<file path="src/rtl/uart_load_ctrl.sv">
// uart_load_ctrl: boot/program-load sequencer.
// Takes memory port B from the CPU while a program image arrives over UART.
// Received bytes are packed into little-endian 32-bit words, and each word is
// written with a one-cycle strobe at an incrementing byte address. The CPU is
// held in reset for the whole load.
//
// States: RUN -> WAIT_FIRST -> RECV -> DONE -> RUN.
// Port B ownership: the loader owns port B (UartOver=0) only in WAIT_FIRST
// and RECV. DONE returns port B to the CPU one cycle before CpuHold drops.
//
// Optional feature, macro LOAD_CHECKSUM_EN:
//   defined   - Checksum is the XOR of every word written in the current load.
//   undefined - Checksum is tied to zero and no accumulator register exists.
//
// RxValid/RxByte handshake: RxValid is a one-cycle strobe with no ready
// signal. A byte is consumed on every rising clk edge where RxValid=1 and the
// FSM is in WAIT_FIRST or RECV. In RUN and DONE the byte is dropped.
module uart_load_ctrl #(
    parameter logic [31:0] BASE_ADDR      = 32'h0000_0000,
    parameter int unsigned WORD_COUNT_MAX = 16384,
    parameter int unsigned TIMEOUT_CYCLES = 1000000
) (
    input  logic        clk,
    input  logic        reset,
    input  logic        LoadStart,
    input  logic        RxValid,
    input  logic [7:0]  RxByte,
    output logic [31:0] UartData,
    output logic [31:0] UartAddress,
    output logic        UartWrite,
    output logic        UartOver,
    output logic        CpuHold,
    output logic [15:0] WordCount,
    output logic        LoadError,
    output logic [31:0] Checksum
);

    localparam int TW = $clog2(TIMEOUT_CYCLES + 1);
    localparam logic [15:0]   MAX_W   = 16'(WORD_COUNT_MAX);
    localparam logic [TW-1:0] TO_LAST = TW'(TIMEOUT_CYCLES - 1);

    typedef enum logic [1:0] {
        S_RUN        = 2'd0,
        S_WAIT_FIRST = 2'd1,
        S_RECV       = 2'd2,
        S_DONE       = 2'd3
    } state_t;

    state_t        state_q;
    logic [31:0]   data_q;
    logic [31:0]   addr_q;
    logic          write_q;
    logic          over_q;
    logic          hold_q;
    logic [15:0]   count_q;
    logic          error_q;
    logic [23:0]   asm_q;      // bytes 0..2 of the word being assembled
    logic [1:0]    idx_q;      // next byte lane within the word
    logic [TW-1:0] timer_q;    // RECV cycles since the last accepted byte

    logic [31:0]   word_d;
    logic [31:0]   addr_d;
    logic [15:0]   count_d;
    logic          max_hit_d;
    logic          start_d;
    logic          word_done_d;

    // Next-word values and the events shared by the FSM and the checksum.
    always_comb begin
        word_d      = {RxByte, asm_q};
        addr_d      = BASE_ADDR + {14'd0, count_q, 2'b00};
        count_d     = (count_q == MAX_W) ? count_q : count_q + 16'd1;
        // The write cycle that brings WordCount to the limit ends the load;
        // anything arriving during it is ignored.
        max_hit_d   = write_q && (count_q == MAX_W);
        start_d     = (state_q == S_RUN) && LoadStart;
        word_done_d = (state_q == S_RECV) && !max_hit_d && RxValid && (idx_q == 2'd3);
    end

    // Load sequencer: state, byte assembly, word writes and registered outputs.
    always_ff @(posedge clk) begin
        if (!reset) begin
            state_q <= S_RUN;
            data_q  <= 32'h0;
            addr_q  <= BASE_ADDR;
            write_q <= 1'b0;
            over_q  <= 1'b1;
            hold_q  <= 1'b0;
            count_q <= 16'h0;
            error_q <= 1'b0;
            asm_q   <= 24'h0;
            idx_q   <= 2'd0;
            timer_q <= '0;
        end else begin
            write_q <= 1'b0;
            case (state_q)
                S_RUN: begin
                    over_q <= 1'b1;
                    hold_q <= 1'b0;
                    if (start_d) begin
                        state_q <= S_WAIT_FIRST;
                        over_q  <= 1'b0;
                        hold_q  <= 1'b1;
                        count_q <= 16'h0;
                        error_q <= 1'b0;
                        idx_q   <= 2'd0;
                        timer_q <= '0;
                    end
                end
                S_WAIT_FIRST: begin
                    // No timeout here: the host may take as long as it likes.
                    if (RxValid) begin
                        asm_q[7:0] <= RxByte;
                        idx_q      <= 2'd1;
                        timer_q    <= '0;
                        state_q    <= S_RECV;
                    end
                end
                S_RECV: begin
                    if (max_hit_d) begin
                        state_q <= S_DONE;
                        over_q  <= 1'b1;
                        idx_q   <= 2'd0;
                    end else if (RxValid) begin
                        timer_q <= '0;
                        idx_q   <= idx_q + 2'd1;
                        case (idx_q)
                            2'd0: asm_q[7:0]   <= RxByte;
                            2'd1: asm_q[15:8]  <= RxByte;
                            2'd2: asm_q[23:16] <= RxByte;
                            default: begin
                                data_q  <= word_d;
                                addr_q  <= addr_d;
                                write_q <= 1'b1;
                                count_q <= count_d;
                            end
                        endcase
                    end else if (timer_q == TO_LAST) begin
                        // Idle long enough: the image is complete. A partial
                        // word is dropped and flagged.
                        state_q <= S_DONE;
                        over_q  <= 1'b1;
                        if (idx_q != 2'd0) begin
                            error_q <= 1'b1;
                        end
                        idx_q <= 2'd0;
                    end else begin
                        timer_q <= timer_q + 1'b1;
                    end
                end
                default: begin
                    // DONE: CPU already owns port B; release it from reset now.
                    state_q <= S_RUN;
                    over_q  <= 1'b1;
                    hold_q  <= 1'b0;
                end
            endcase
        end
    end

`ifdef LOAD_CHECKSUM_EN
    logic [31:0] csum_q;

    // Running XOR of written words, restarted with each load.
    always_ff @(posedge clk) begin
        if (!reset) begin
            csum_q <= 32'h0;
        end else if (start_d) begin
            csum_q <= 32'h0;
        end else if (word_done_d) begin
            csum_q <= csum_q ^ word_d;
        end
    end

    assign Checksum = csum_q;
`else
    assign Checksum = 32'h0;
`endif

    assign UartData    = data_q;
    assign UartAddress = addr_q;
    assign UartWrite   = write_q;
    assign UartOver    = over_q;
    assign CpuHold     = hold_q;
    assign WordCount   = count_q;
    assign LoadError   = error_q;

endmodule

</file>
<file path="config.mk">
export PLATFORM = sky130hd
export DESIGN_NAME = uart_load_ctrl
export DESIGN_NICKNAME = d
export VERILOG_FILES = /design/src/rtl/uart_load_ctrl.sv
export SDC_FILE = /design/constraint.sdc
export NUM_CORES = 1
export LEC_CHECK = 0
export BUFFER_PORTS_ARGS = -buffer_cell sky130_fd_sc_hd__buf_2
export CAP_MARGIN = 25
export CORE_MARGIN = 10
export CORE_UTILIZATION = 25
export CTS_BUF_LIST = sky130_fd_sc_hd__clkbuf_8 sky130_fd_sc_hd__clkbuf_16
export DETAILED_ROUTE_END_ITERATION = 7
export RECOVER_POWER = 50
export SLEW_MARGIN = 20
export SYNTH_ARGS = -nofsm -noshare
export SYNTH_HDL_FRONTEND = slang
export SYNTH_SLANG_ARGS = --single-unit
</file>
<file path="constraint.sdc">
create_clock -name clk -period 2.5 [get_ports clk]
set_clock_uncertainty 0.05 [all_clocks]
set_input_delay 0.25 -clock clk [delete_from_list [all_inputs] [get_ports clk]]
set_output_delay 0.25 -clock clk [all_outputs]
set_load 0.02 [all_outputs]
</file>
==> metrics.cfg <==
[timing]
hold_violations=0
fmax_mhz=431
maxSlewHeadroom_pct=51.4
finalSetupTns_ns=0
slew_violations=0
finalSetupViolCount=0
post-route-period-util_pct=92.7
timing.final.crit_period_ns=2.32
rsz0062_at_grt=false
tightest_slew_ns=0.728

[clocking]
cts_buffer_depth=2
clk_pin_slew_ns=0.06
cts_resized=0
htree_levels=4
hold_buffers=0
clockRootBuffer=clkbuf_16
numCtsBuffers=17
clock_sinks=116
cts_setup_buffers=0
clk_latency_ns=0.42
cts_tree=yes

[die]
start_util_pct=25.6
rows=54
coreArea_mm2=0.0220
die_h_um=170
die_x_um=170
design.portCount=128
die_area_mm2=0.0290

[critical_path]
end_kind=flop
path_class=reg2reg
rr_worst_depth=6
cp-start-kind=flop
cp_max_fo=10
cp.arrival_ns=2.62
cp.required_ns=2.80

[grt]
grt_first_pass_wirelength_mm=25.6
grt_max_degree=70
grtUsageTotal_pct=10.8
antenna_found_initial=2
grt_pass1_vias=4860
overflow=0

[yosys]
synth-main-ff-cell=dfxtp_1
synth-seq-cells=116
ys_top_cells_by_area=dfxtp_1 (41%), buf_4 (6.9%), nand2_1 (6.4%)
ys_warn_count=0
synth_cell_type_count=64
synth_top_area_share_pct=41.1
synth_area_mm2=0.00565
ys_seq_area_share_pct=41.1
async_reset_ff_share_pct=0
avgSynthCellArea_um2=8.46
synth_edf_count=0
syn_inst=668
synth.largest_area_cell=dfxtp_1

[placement]
port_buffers=79
place_hpwl_mm=11.5
routabilityCongestion=0.821

[final_layout]
nFillCells=2415
final_common_cell=dfxtp_1
drive_gt1_share_pct=11.2
nNetsFinal=775
mostFrequentLayoutCells=dfxtp_1 (116), nand2_1 (99), clkbuf_1 (70)
utilization_pct=30.7
syn2layout_area_growth_pct=19.8

[drt]
drt_pass1_iterations=5
drc=0
vias=4987
first_iter_violations=285
wl_met2_mm=7.17
totalWireLength_mm=15.8
wl_per_cell_um=15.1
wl_met1_mm=7.20
ant_nets=0
topRoutingLayerUsed=met5
avgViaCountPerCell=4.77
wl_met3_mm=1.15

[power]
leakagePower_uw=0.00250
worst_ir_drop_vdd_uv=541
p_per_area_mw_per_mm2=791

[run]
max_cap_violations=0

[min_path]
hold_class=in2reg
holdPathStages=3

[run_status]
status=finished clean

==> synthesized netlist by cell type, types with 4 or more instances <==
cell type	instances
buf_2	10
nand2_1	97
o31ai_1	9
mux2i_1	28
nor4b_1	4
a31oi_1	6
nand2b_1	4
a21oi_1	42
dfxtp_1	116
o21ai_0	36
or3_1	8
and3_1	5
buf_4	52
ha_1	11
inv_1	21
o21ai_1	10
nand4_1	13
nor4_1	6
nor2_1	30
clkbuf_1	27
nor3_1	7
o41ai_1	6
o311ai_0	12
o211ai_1	7
nand3_1	44
==> logic make-up after synthesis <==
kind of cell	after synthesis	share of synthesized area, %
AO/OA/AOI/OAI	152	17.5
XOR/XNOR	1	0.155
adder cells (fa/ha/maj)	11	2.44
buffers and inverters	112	11.3
flip-flops	116	41.1
multiplexers	28	4.96
other	1	0.0664
AND/OR/NAND/NOR	247	22.5
==> cell type report <==
class                      count  area (µm²)  area share, %
multi-input combinational    487        2870           42.4
sequential                   116        2320           34.3
timing repair buffer         108         531           7.84
clock buffer                  17         425           6.28
tap                          280         350           5.17
clock inverter                15         189           2.79
inverter                      22        82.6           1.22
antenna                        1        2.50         0.0370
==> critical path, stage by stage (launching register included) <==
cell and delay (ns):
dfxtp_1 0.34, inv_1 0.09, ha_1 0.37, mux2i_1 0.26, or4_1 0.69, or3_1 0.39, o21ai_1 0.07
==> flip-flops by register name, indices dropped and copies added, names as in the netlist <==
name,count
state_q,2
UartData,32
timer_q,20
UartWrite,1
CpuHold,1
WordCount,16
idx_q,2
UartOver,1
LoadError,1
asm_q,24
UartAddress,16
==> through the flow <==
| stage | area (µm²) | hold slack, ns | power [µW] | setup slack (ns) | instances |
|---|---|---|---|---|---|
| 2_1_floorplan | 5830 | 0.344 | 2710 | 0.119 | 715 |
| 3_3_place_gp | 6260 | 0.390 | 2890 | 0.259 | 1013 |
| 6_report | 6770 | 0.0297 | 5360 | 0.182 | 1046 |
| 3_5_place_dp | 6260 | 0.394 | 2900 | 0.220 | 1013 |
| 4_1_cts | 6870 | 0.0210 | 5430 | 0.207 | 1045 |
| 5_1_grt | 6770 | 0.0402 | 5600 | 0.0352 | 1045 |
==> where the power goes <==
part / leakage [µW] / total, µW / internal, µW / switching (µW)
Clock: 0.000302 / 2520 / 1510 / 1000
Sequential: 0.000935 / 1960 / 1920 / 45.7
Combinational: 0.00126 / 875 / 287 / 587
Total: 0.00250 / 5360 / 3720 / 1640
==> layer usage <==
metal	vias to the layer above	global-route usage, %
met5	-	0
met1	2343	13.3
li1	2470	-
met3	23	4.30
met4	2	3.43
met2	149	16.8
==> path summary, 6_finish.rpt <==
check	endpoint	from	slack [ns]
min	asm_q[7]	RxByte[7]	0.03
max	WordCount[12]	state_q[0]	0.18
min reg2reg	CpuHold	CpuHold	0.40
max reg2reg	WordCount[12]	state_q[0]	0.18
Note: power is estimated with default switching activity, not from simulation.
